[src/rtl/qam_demapper_if.sv]
// Demapper sample/bit-stream bundle.
// The master side supplies filtered samples and bit requests. The slave side
// (the demapper) returns the serial bit stream, the slicer levels and status.
interface qam_demapper_if #(
    parameter int unsigned DATA_W     = 8,
    parameter int unsigned FIFO_DEPTH = 4
);
    localparam int unsigned LVL_W = $clog2(FIFO_DEPTH) + 1;

    logic              sym_valid;
    logic [DATA_W-1:0] filt_i;
    logic [DATA_W-1:0] filt_q;
    logic              bit_req;
    logic              signal;
    logic              signal_valid;
    logic [1:0]        sym_i;
    logic [1:0]        sym_q;
    logic [LVL_W-1:0]  fifo_level;
    logic              overflow;
    logic              underflow;

    modport master (
        output sym_valid, filt_i, filt_q, bit_req,
        input  signal, signal_valid, sym_i, sym_q, fifo_level, overflow, underflow
    );

    modport slave (
        input  sym_valid, filt_i, filt_q, bit_req,
        output signal, signal_valid, sym_i, sym_q, fifo_level, overflow, underflow
    );
endinterface

[src/rtl/qam_demapper.sv]
// 16-QAM hard-decision demapper.
// Slices each I/Q sample into a Gray-coded 2-bit level per axis, queues the
// resulting nibble in a small FIFO and replays it MSB first, one bit per
// request. Dropped symbols and starved requests raise sticky flags.
module qam_demapper #(
    parameter int unsigned DATA_W     = 8,
    parameter int unsigned THRESH     = 64,
    parameter int unsigned FIFO_DEPTH = 4
) (
    input  logic           clk_signal,
    input  logic           rst_n,
    qam_demapper_if.slave  bus
);
    localparam int unsigned PTR_W = $clog2(FIFO_DEPTH);
    localparam int unsigned LVL_W = $clog2(FIFO_DEPTH) + 1;

    localparam int signed              THRESH_S = THRESH;
    localparam logic signed [DATA_W-1:0] THR_POS = DATA_W'(THRESH_S);
    localparam logic signed [DATA_W-1:0] THR_NEG = DATA_W'(-THRESH_S);

    // Gray-coded level: adjacent decision regions differ in one bit.
    function automatic logic [1:0] slice(input logic signed [DATA_W-1:0] v);
        logic [1:0] lvl;
        if (v < THR_NEG) begin
            lvl = 2'b00;
        end else if (v[DATA_W-1]) begin
            lvl = 2'b01;
        end else if (v < THR_POS) begin
            lvl = 2'b11;
        end else begin
            lvl = 2'b10;
        end
        return lvl;
    endfunction

    // Storage and state
    logic [3:0]       mem_q [FIFO_DEPTH];
    logic [PTR_W-1:0] wr_ptr_q, wr_ptr_d;
    logic [PTR_W-1:0] rd_ptr_q, rd_ptr_d;
    logic [LVL_W-1:0] level_q, level_d;
    logic [1:0]       sym_i_q, sym_i_d;
    logic [1:0]       sym_q_q, sym_q_d;
    logic [1:0]       bit_cnt_q, bit_cnt_d;
    logic [2:0]       shift_q, shift_d;
    logic             signal_q, signal_d;
    logic             signal_valid_q, signal_valid_d;
    logic             overflow_q, overflow_d;
    logic             underflow_q, underflow_d;

    logic [1:0] lvl_i, lvl_q;
    logic [3:0] nibble;
    logic [3:0] head;
    logic       ser_idle;
    logic       fifo_empty;
    logic       fifo_full;
    logic       pop;
    logic       push;

    // Slicer and FIFO handshake decisions.
    always_comb begin
        lvl_i      = slice($signed(bus.filt_i));
        lvl_q      = slice($signed(bus.filt_q));
        nibble     = {lvl_i, lvl_q};
        head       = mem_q[rd_ptr_q];
        ser_idle   = (bit_cnt_q == 2'd0);
        fifo_empty = (level_q == '0);
        fifo_full  = (level_q == LVL_W'(FIFO_DEPTH));
        // Pop decision uses the pre-write level: no bypass of an empty FIFO.
        pop        = bus.bit_req && ser_idle && !fifo_empty;
        // A full FIFO still accepts a write when a pop frees a slot this cycle.
        push       = bus.sym_valid && (!fifo_full || pop);
    end

    // Next state for slicer outputs, FIFO pointers/level and sticky flags.
    always_comb begin
        sym_i_d     = sym_i_q;
        sym_q_d     = sym_q_q;
        wr_ptr_d    = wr_ptr_q;
        rd_ptr_d    = rd_ptr_q;
        level_d     = level_q;
        overflow_d  = overflow_q;
        underflow_d = underflow_q;

        if (bus.sym_valid) begin
            sym_i_d = lvl_i;
            sym_q_d = lvl_q;
            if (!push) begin
                overflow_d = 1'b1;
            end
        end

        if (push) begin
            wr_ptr_d = wr_ptr_q + PTR_W'(1);
        end
        if (pop) begin
            rd_ptr_d = rd_ptr_q + PTR_W'(1);
        end

        unique case ({push, pop})
            2'b10:   level_d = level_q + LVL_W'(1);
            2'b01:   level_d = level_q - LVL_W'(1);
            default: level_d = level_q;
        endcase

        if (bus.bit_req && ser_idle && fifo_empty) begin
            underflow_d = 1'b1;
        end
    end

    // Next state for the serializer: bit counter, shift register and output bit.
    always_comb begin
        signal_d       = signal_q;
        signal_valid_d = 1'b0;
        bit_cnt_d      = bit_cnt_q;
        shift_d        = shift_q;

        if (bus.bit_req) begin
            if (ser_idle) begin
                if (pop) begin
                    signal_d       = head[3];
                    shift_d        = head[2:0];
                    bit_cnt_d      = 2'd1;
                    signal_valid_d = 1'b1;
                end
            end else begin
                signal_d       = shift_q[2];
                shift_d        = {shift_q[1:0], 1'b0};
                // Wraps 3 -> 0 so the next request pops without a bubble.
                bit_cnt_d      = bit_cnt_q + 2'd1;
                signal_valid_d = 1'b1;
            end
        end
    end

    // State registers with asynchronous reset.
    always_ff @(posedge clk_signal or negedge rst_n) begin
        if (!rst_n) begin
            wr_ptr_q       <= '0;
            rd_ptr_q       <= '0;
            level_q        <= '0;
            sym_i_q        <= 2'b00;
            sym_q_q        <= 2'b00;
            bit_cnt_q      <= 2'd0;
            shift_q        <= 3'b000;
            signal_q       <= 1'b0;
            signal_valid_q <= 1'b0;
            overflow_q     <= 1'b0;
            underflow_q    <= 1'b0;
        end else begin
            wr_ptr_q       <= wr_ptr_d;
            rd_ptr_q       <= rd_ptr_d;
            level_q        <= level_d;
            sym_i_q        <= sym_i_d;
            sym_q_q        <= sym_q_d;
            bit_cnt_q      <= bit_cnt_d;
            shift_q        <= shift_d;
            signal_q       <= signal_d;
            signal_valid_q <= signal_valid_d;
            overflow_q     <= overflow_d;
            underflow_q    <= underflow_d;
        end
    end

    // FIFO storage; contents are invalidated by the pointer reset alone.
    always_ff @(posedge clk_signal) begin
        if (push) begin
            mem_q[wr_ptr_q] <= nibble;
        end
    end

    assign bus.signal       = signal_q;
    assign bus.signal_valid = signal_valid_q;
    assign bus.sym_i        = sym_i_q;
    assign bus.sym_q        = sym_q_q;
    assign bus.fifo_level   = level_q;
    assign bus.overflow     = overflow_q;
    assign bus.underflow    = underflow_q;

endmodule
[src/flat_wrapper.sv]
// flat-port wrapper written by rule: the top's interface ports become plain ports
module qam_demapper_flat 
#(
    parameter int unsigned DATA_W     = 8,
    parameter int unsigned THRESH     = 64,
    parameter int unsigned FIFO_DEPTH = 4
)
  (clk_signal, rst_n, bus_sym_valid, bus_filt_i, bus_filt_q, bus_bit_req, bus_signal, bus_signal_valid, bus_sym_i, bus_sym_q, bus_fifo_level, bus_overflow, bus_underflow);
  qam_demapper_if #(.DATA_W(DATA_W), .FIFO_DEPTH(FIFO_DEPTH)) bus_i ();
  input  logic clk_signal;
  input  logic rst_n;
  input wire logic [$bits(bus_i.sym_valid)-1:0] bus_sym_valid;
  input wire logic [$bits(bus_i.filt_i)-1:0] bus_filt_i;
  input wire logic [$bits(bus_i.filt_q)-1:0] bus_filt_q;
  input wire logic [$bits(bus_i.bit_req)-1:0] bus_bit_req;
  output wire logic [$bits(bus_i.signal)-1:0] bus_signal;
  output wire logic [$bits(bus_i.signal_valid)-1:0] bus_signal_valid;
  output wire logic [$bits(bus_i.sym_i)-1:0] bus_sym_i;
  output wire logic [$bits(bus_i.sym_q)-1:0] bus_sym_q;
  output wire logic [$bits(bus_i.fifo_level)-1:0] bus_fifo_level;
  output wire logic [$bits(bus_i.overflow)-1:0] bus_overflow;
  output wire logic [$bits(bus_i.underflow)-1:0] bus_underflow;
  assign bus_i.sym_valid = bus_sym_valid;
  assign bus_i.filt_i = bus_filt_i;
  assign bus_i.filt_q = bus_filt_q;
  assign bus_i.bit_req = bus_bit_req;
  assign bus_signal = bus_i.signal;
  assign bus_signal_valid = bus_i.signal_valid;
  assign bus_sym_i = bus_i.sym_i;
  assign bus_sym_q = bus_i.sym_q;
  assign bus_fifo_level = bus_i.fifo_level;
  assign bus_overflow = bus_i.overflow;
  assign bus_underflow = bus_i.underflow;
  qam_demapper #(.DATA_W(DATA_W), .THRESH(THRESH), .FIFO_DEPTH(FIFO_DEPTH)) u_core (.clk_signal(clk_signal), .rst_n(rst_n), .bus(bus_i));
endmodule
[config.mk]
export PLATFORM = sky130hd
export DESIGN_NAME = qam_demapper_flat
export DESIGN_NICKNAME = d
export VERILOG_FILES = /design/src/rtl/qam_demapper_if.sv /design/src/rtl/qam_demapper.sv /design/src/flat_wrapper.sv
export SDC_FILE = /design/constraint.sdc
export NUM_CORES = 1
export LEC_CHECK = 0
export BUFFER_PORTS_ARGS = -buffer_cell sky130_fd_sc_hd__buf_4
export CAP_MARGIN = 20
export CORE_MARGIN = 2
export CORE_UTILIZATION = 58
export CTS_CLUSTER_SIZE = 24
export DETAILED_ROUTE_END_ITERATION = 8
export PLACE_DENSITY = 0.95
export SKIP_LAST_GASP = 1
export SLEW_MARGIN = 20
export SYNTH_ARGS = -nofsm -noshare
export SYNTH_HDL_FRONTEND = slang
export SYNTH_SLANG_ARGS = --single-unit
[constraint.sdc]
create_clock -name clk_signal -period 6 [get_ports clk_signal]
set_clock_uncertainty 0.1 [all_clocks]
set_input_delay 0.3 -clock clk_signal [delete_from_list [all_inputs] [get_ports clk_signal]]
set_output_delay 0.3 -clock clk_signal [all_outputs]
set_load 0.05 [all_outputs]
== Word-level counts from Yosys, hierarchy flattened ==
Memories as Yosys holds them, arrays and structs flattened.
Cells that the tools add are included.

* Add/sub/neg operators: 5
* Order comparisons: 4
* Equality and inequality tests: 4
* Multiplexer cells: 18
* Bitwise logic cells: 1
* Reductions and logical operators: 12

{| class="wikitable"
|+ Operator list
! kind !! number
|-
| less-than comparator 8 x 7 -> 1 bit, second input constant || 2
|-
| less-than comparator 8 bit, second input constant || 2
|-
| two-way mux 2 bit || 6
|-
| two-way mux 1 bit || 9
|-
| adder 2 x 1 -> 2 bit, second input constant || 3
|-
| two-way mux 3 bit || 2
|-
| one-hot mux 3 bit (2 select lines) || 1
|-
| logical AND 1 bit || 4
|-
| AND reduction 2 bit || 2
|-
| adder 3 x 1 -> 3 bit, second input constant || 1
|-
| == test 3 bit, second input constant || 1
|-
| logical NOT 3 bit || 1
|-
| subtractor 3 x 1 -> 3 bit, second input constant || 1
|-
| == test 2 x 1 -> 1 bit, second input constant || 1
|-
| == test 2 bit, second input constant || 1
|-
| logical NOT 1 bit || 2
|-
| logical NOT 2 bit || 1
|-
| inequality test 2 bit, second input constant || 1
|-
| nonzero test 2 bit || 1
|-
| logical OR 1 bit || 1
|-
| inverter 1 bit || 1
|}

* Bits in registers: 20
* Memory bits (writable): 16
* Input port bits: 20
* Output and inout bits: 11
* Word-level logic and storage cells: 56
* Memories: 1

{| class="wikitable"
|+ Memories
! name !! depth !! bits a word !! rd ports !! clocked after Yosys merged registers in !! write ports !! line !! source
|-
| u_core.mem_q || 4 || 4 || 1 || 0 || 1 || qam_demapper.sv:37 || <nowiki>logic [3:0] mem_q [FIFO_DEPTH];</nowiki>
|}

== Depth between registers and ports, before layout ==
* Word-level depth: 7
* Mapped depth: 12
* Mapped depth without buffers: 11

== Least setup slack after synthesis ==
Ideal clock, no wire load.

* Path type: register to register
* Start: register u_core.level_q[0], in the netlist u_core.bus.fifo_level[0]
* End: register u_core.level_q[2], in the netlist u_core.bus.fifo_level[2]
* Setup time: 153 ps
* Arrival: 2,042 ps
* Required time: 5,747 ps
* Slack: 3,705 ps
* Stages on the path, launching flop included: 10
* Buffers on the path: 0
* Period minus slack after synthesis: 2,295 ps
* Cells stage by stage: dfrtp_1 > nor2_1 > a31oi_4 > inv_1 > ha_1 > inv_1 > fa_1 > xor2_1 > nor2_1 > xor2_1

* Longest elaborated chain between the ends: 7
* Elaborated cells on any way between the ends: 13
* Those cells by class: add/sub: 2; eq/ne: 3; mux: 1; reduce/logical: 7

{| class="wikitable"
|+ RTL lines
! item !! line !! source
|-
| start, declared || qam_demapper.sv:40 || <nowiki>logic [LVL_W-1:0] level_q, level_d;</nowiki>
|-
| start signal, assigned || qam_demapper.sv:152 || <nowiki>level_q <= level_d;</nowiki>
|-
| logical NOT 3 bit || qam_demapper.sv:66 || <nowiki>fifo_empty = (level_q == '0);</nowiki>
|-
| logical NOT 1 bit || qam_demapper.sv:69 || <nowiki>pop = bus.bit_req && ser_idle && !fifo_empty;</nowiki>
|-
| logical AND 1 bit || qam_demapper.sv:69 ||
|-
| logical OR 1 bit || qam_demapper.sv:71 || <nowiki>push = bus.sym_valid && (!fifo_full || pop);</nowiki>
|-
| logical AND 1 bit || qam_demapper.sv:71 ||
|-
| == test 2 x 1 -> 1 bit / == test 2 bit (equally long branches) || qam_demapper.sv:99 || <nowiki>unique case ({push, pop})</nowiki>
|-
| one-hot mux 3 bit (2 select lines) / nonzero test 2 bit (equally long branches) || n/a ||
|}

Several ways; a longest one is shown, not always the timed one.
A chain may end at the register's enable or synchronous reset.

== Worst setup path after layout ==
* Start: register u_core.bit_cnt_q[0]
* End: register u_core.level_q[2], in the netlist u_core.bus.fifo_level[2]

* Longest elaborated chain between the ends: 7
* Elaborated cells on any way between the ends: 9
* Those cells by class: eq/ne: 2; mux: 1; reduce/logical: 6

{| class="wikitable"
|+ RTL lines
! item !! line !! source
|-
| start, declared || qam_demapper.sv:43 || <nowiki>logic [1:0] bit_cnt_q, bit_cnt_d;</nowiki>
|-
| start signal, assigned || qam_demapper.sv:155 || <nowiki>bit_cnt_q <= bit_cnt_d;</nowiki>
|-
| logical NOT 2 bit * || qam_demapper.sv:65 || <nowiki>ser_idle = (bit_cnt_q == 2'd0);</nowiki>
|-
| logical AND 1 bit * (2 in a row) || qam_demapper.sv:69 ||
|-
| logical OR 1 bit || qam_demapper.sv:71 ||
|-
| logical AND 1 bit || qam_demapper.sv:71 ||
|-
| == test 2 x 1 -> 1 bit / == test 2 bit (equally long branches) || qam_demapper.sv:99 ||
|-
| one-hot mux 3 bit (2 select lines) / nonzero test 2 bit (equally long branches) || n/a ||
|}

Every way passes the cells marked *; elsewhere a longest branch is shown, timed or not.

==> summary.md <==
| Metric | Value |
|---|---|
| Critical Path RT | `6.12 ns` |
| Sequential fraction of the synthesis area | `0.604` |
| Clk sinks | `36` |
| Sequential share of power | `0.443` |
| Most common cell in the netlist | `dfrtp_1` |
| Switching share of power | `0.383` |
| Post-synth EDFFs | `16` |
| CP startpoint | `u_core.bit_cnt_q[0]` |
| Cells after DPL | `162` |
| Int Pwr | `0.000567 W` |
| FF+latch count, synth | `36` |
| Maximum vdd drop | `388 µV` |
| R2r endpoint | `u_core.bus.fifo_level[2]` |
| Worst setup EP type | `register` |
| Cell Rows | `19` |
| CP dominant cell by count | `inv_1` |
| Antenna cell count | `0` |
| CTS tree | `yes` |
| 1st-iter DRT viols | `12` |
| Post-synthesis xor/xnor area fraction | `0.0324` |
| Max Buffers Root-to-Sink | `2` |
| Dpl hpwl | `1.94 mm` |
| Global-route wire length before repair | `4.64 mm` |
| Die area | `0.00324 mm²` |
| Net load switching power | `0.000352 W` |
| Critical Path AT | `2.54 ns` |
| Reg2reg start | `u_core.bit_cnt_q[0]` |
| Fmax | `414 MHz` |
| Tot GR Track Use | `0.194` |
| CP startpoint kind | `register` |
| Area delta synth->final | `15.3%` |
| Finished Core Util | `0.690` |
| Remaining DRCs | `0` |
| Final Hold Viols | `0` |
| Critical Path Sink | `u_core.bus.fifo_level[2]` |
| PwrDens | `491 mW/mm²` |
| Initial core utilization | `0.599` |
| Final worst slack | `3.59 ns` |
| Via count | `946` |
| Max cap viols | `0` |
| Reg2Reg Setup Slack | `3.59 ns` |
| Synthesized Nets | `144` |
| Cts repair resizes | `0` |
| Drt via density | `5.53` |
| Tcrit/Tclk final | `0.402` |
| Synthesized area | `0.00162 mm²` |
| Antenna Nets Post-Route | `0` |
| # fillers | `203` |
| Max-slew headroom | `0.750` |
| Crit path buf inv count | `3` |
| RSZ-0062 raised after global routing | `false` |
| Clock power share | `0.182` |
| Hold Path Class | `primary input to register` |
| GP Congestion | `0.741` |
| Synth cell count leaders | `dfrtp_1, edfxtp_1, inv_1` |
| Clock-pin slew on the worst setup and hold paths | `0.11 ns` |
| Yosys top cell area share | `0.308` |
| Dominant cells by area after synthesis | `dfrtp_1, edfxtp_1, ha_1` |
| Synth Area in Simple Gates | `0.0725` |
| Syn Inst Count | `115` |
| Power Total | `0.000919 W` |
| Grt ovf | `0` |
| Largest family of logic cells by synthesized area | `compound AO/OA/AOI/OAI gates` |
| Worst slack at placement | `3.60 ns` |
| # setup viols final | `0` |
| Worst Reg2Reg Path Length in Cells | `11` |
| Crit path kind | `register to register` |
| Core Box Area | `0.00271 mm²` |
| WL/cell | `15.4 µm` |
| Drt total wl | `2.64 mm` |
| Setup tns final | `0 ns` |
| Synth cell types | `29` |
| Worst Tran Pin Value | `0.375 ns` |
| Slowest CP cell | `dfrtp_1` |
| Synth Flop Type | `dfrtp_1` |
| Chip Width | `56.9 µm` |
| Largest net degree at the start of global routing | `21` |
| # IOs | `31` |
| Mean post-synth cell area | `14.1 µm²` |
| Final Max Slew Viols | `0` |
| Non-filler cells, final | `171` |
| Ys Warns | `0` |
| Post-synth top area cell | `dfrtp_1` |
| CTS Buf Count | `5` |
| Leak | `0.799 nW` |
| Asr flop ratio synth | `0.556` |
| Input/output buffers | `18` |
| CP max stage delay | `0.41 ns` |
| Worst-path cell chain | `inv_1, ha_1, nand2_1, a31oi_4, inv_1, ha_1, inv_1, fa_1, xor2_1, nor2_1, xor2_1` |
| Post-Synth Adder-Cell Area | `0.0740` |
| Die Y | `56.9 µm` |
| Critical path depth in cells | `11` |
| Antenna violations before repair | `0` |
| CTS Root Cell | `clkbuf_4` |
| Number of global-route vias before repair | `1022` |
| H-tree lvl count | `2` |
| Compound-Gate Fraction of Synth Area | `0.0956` |
| Skew-Pair Late Insertion Delay | `0.34 ns` |
| CP max FO | `9` |
| Delay-heaviest family, CP | `adder cells` |
| Post-synthesis mux area share | `0.0786` |
| Outcome | `finished, final reports clean` |
| Layout cells sized above 1 | `0.300` |
| 1st-pass router iterations | `4` |
| Final nets | `168` |
| Combinational Power Share | `0.375` |
| Min Tclk post-route | `2.41 ns` |
## layout make-up
class / count / area (µm²) / area share
clock buffer: 5 / 37.5 / 0.0201
clock inverter: 3 / 42.5 / 0.0227
inverter: 14 / 52.6 / 0.0281
multi-input combinational: 63 / 573 / 0.306
sequential: 36 / 981 / 0.524
tap: 31 / 38.8 / 0.0207
timing repair buffer: 19 / 145 / 0.0776
## per-stage QoR
step                      cell area [µm²]  hold WS, ns
after floorplan                      1620      -0.0956
after global placement               1780       0.0828
after detailed placement             1780       0.0984
after CTS                            1870        0.138
after global routing                 1870        0.148
final                                1870        0.160
## worst min path at each step
stage,from,to,slack (ns),cells past startpoint
6_report,bus_bit_req,u_core.bus.signal_valid,0.16,3
5_1_grt,bus_bit_req,u_core.bus.signal_valid,0.15,3
4_1_cts,bus_bit_req,u_core.bus.signal_valid,0.14,3
3_5_place_dp,rst_n,u_core.bus.signal,0.1,1
3_3_place_gp,rst_n,u_core.shift_q[2],0.08,1
2_1_floorplan,rst_n,u_core.bit_cnt_q[0],-0.1,0
## routing by layer
| metal | track usage | vias up | part of all wire |
|---|---|---|---|
| li1 | - | 455 | - |
| met1 | 0.232 | 466 | 0.41 |
| met2 | 0.307 | 20 | 0.52 |
| met3 | 0.0760 | 5 | 0.046 |
| met4 | 0.0897 | 0 | 0.016 |
| met5 | 0 | - | 0 |
## flip-flops by register name (all words and copies together), names as in the netlist
register	flops
u_core.shift_q	3
u_core.wr_ptr_q	2
u_core.bus.overflow	1
u_core.bus.sym_q	2
u_core.bit_cnt_q	2
u_core.mem_q	16
u_core.bus.signal	1
u_core.rd_ptr_q	2
u_core.bus.sym_i	2
u_core.bus.signal_valid	1
u_core.bus.underflow	1
u_core.bus.fifo_level	3
## logic make-up after synthesis
| group | count (synthesis) |
|---|---|
| DFF | 36 |
| AOI/OAI and AO/OA | 20 |
| and+or+nand+nor | 18 |
| buffers and inverters | 16 |
| muxes | 10 |
| adders and majority gates | 9 |
| xor gates and xnor gates | 6 |
## power groups by stage
stage	clock (W)	sequential, W	combinational [W]
2_1_floorplan	0	0.000463	0.000205
3_3_place_gp	0	0.000404	0.000325
3_5_place_dp	0	0.000414	0.000346
4_1_cts	0.000174	0.000408	0.000349
5_1_grt	0.000181	0.000419	0.000376
6_report	0.000167	0.000407	0.000345
## what timing repair did
| item | 4_1_cts | 5_1_grt |
|---|---|---|
| buffers inserted | 0 | 0 |
| hold buffers | 1 | 0 |
| hold endpoints to repair | 20 | 0 |
| setup endpoints to repair | 0 | 0 |
## placed cells by master, fill, tap and decap left out, drive strengths merged, types with 2 or more instances in the layout
cell	count
dfrtp	20
buf	18
edfxtp	16
inv	14
mux2	9
ha	8
o21ai	6
clkbuf	5
nand2	4
nor2	4
and2	4
xnor2	3
xor2	3
nor2b	3
a211oi	3
o22ai	3
o31ai	3
nand2b	2
## tightest hold or removal path: stages
cell and delay (ns):
buf_4 0.12, nand2b_4 0.08, inv_2 0.07
No activity file was read; power rests on OpenSTA's default activity.
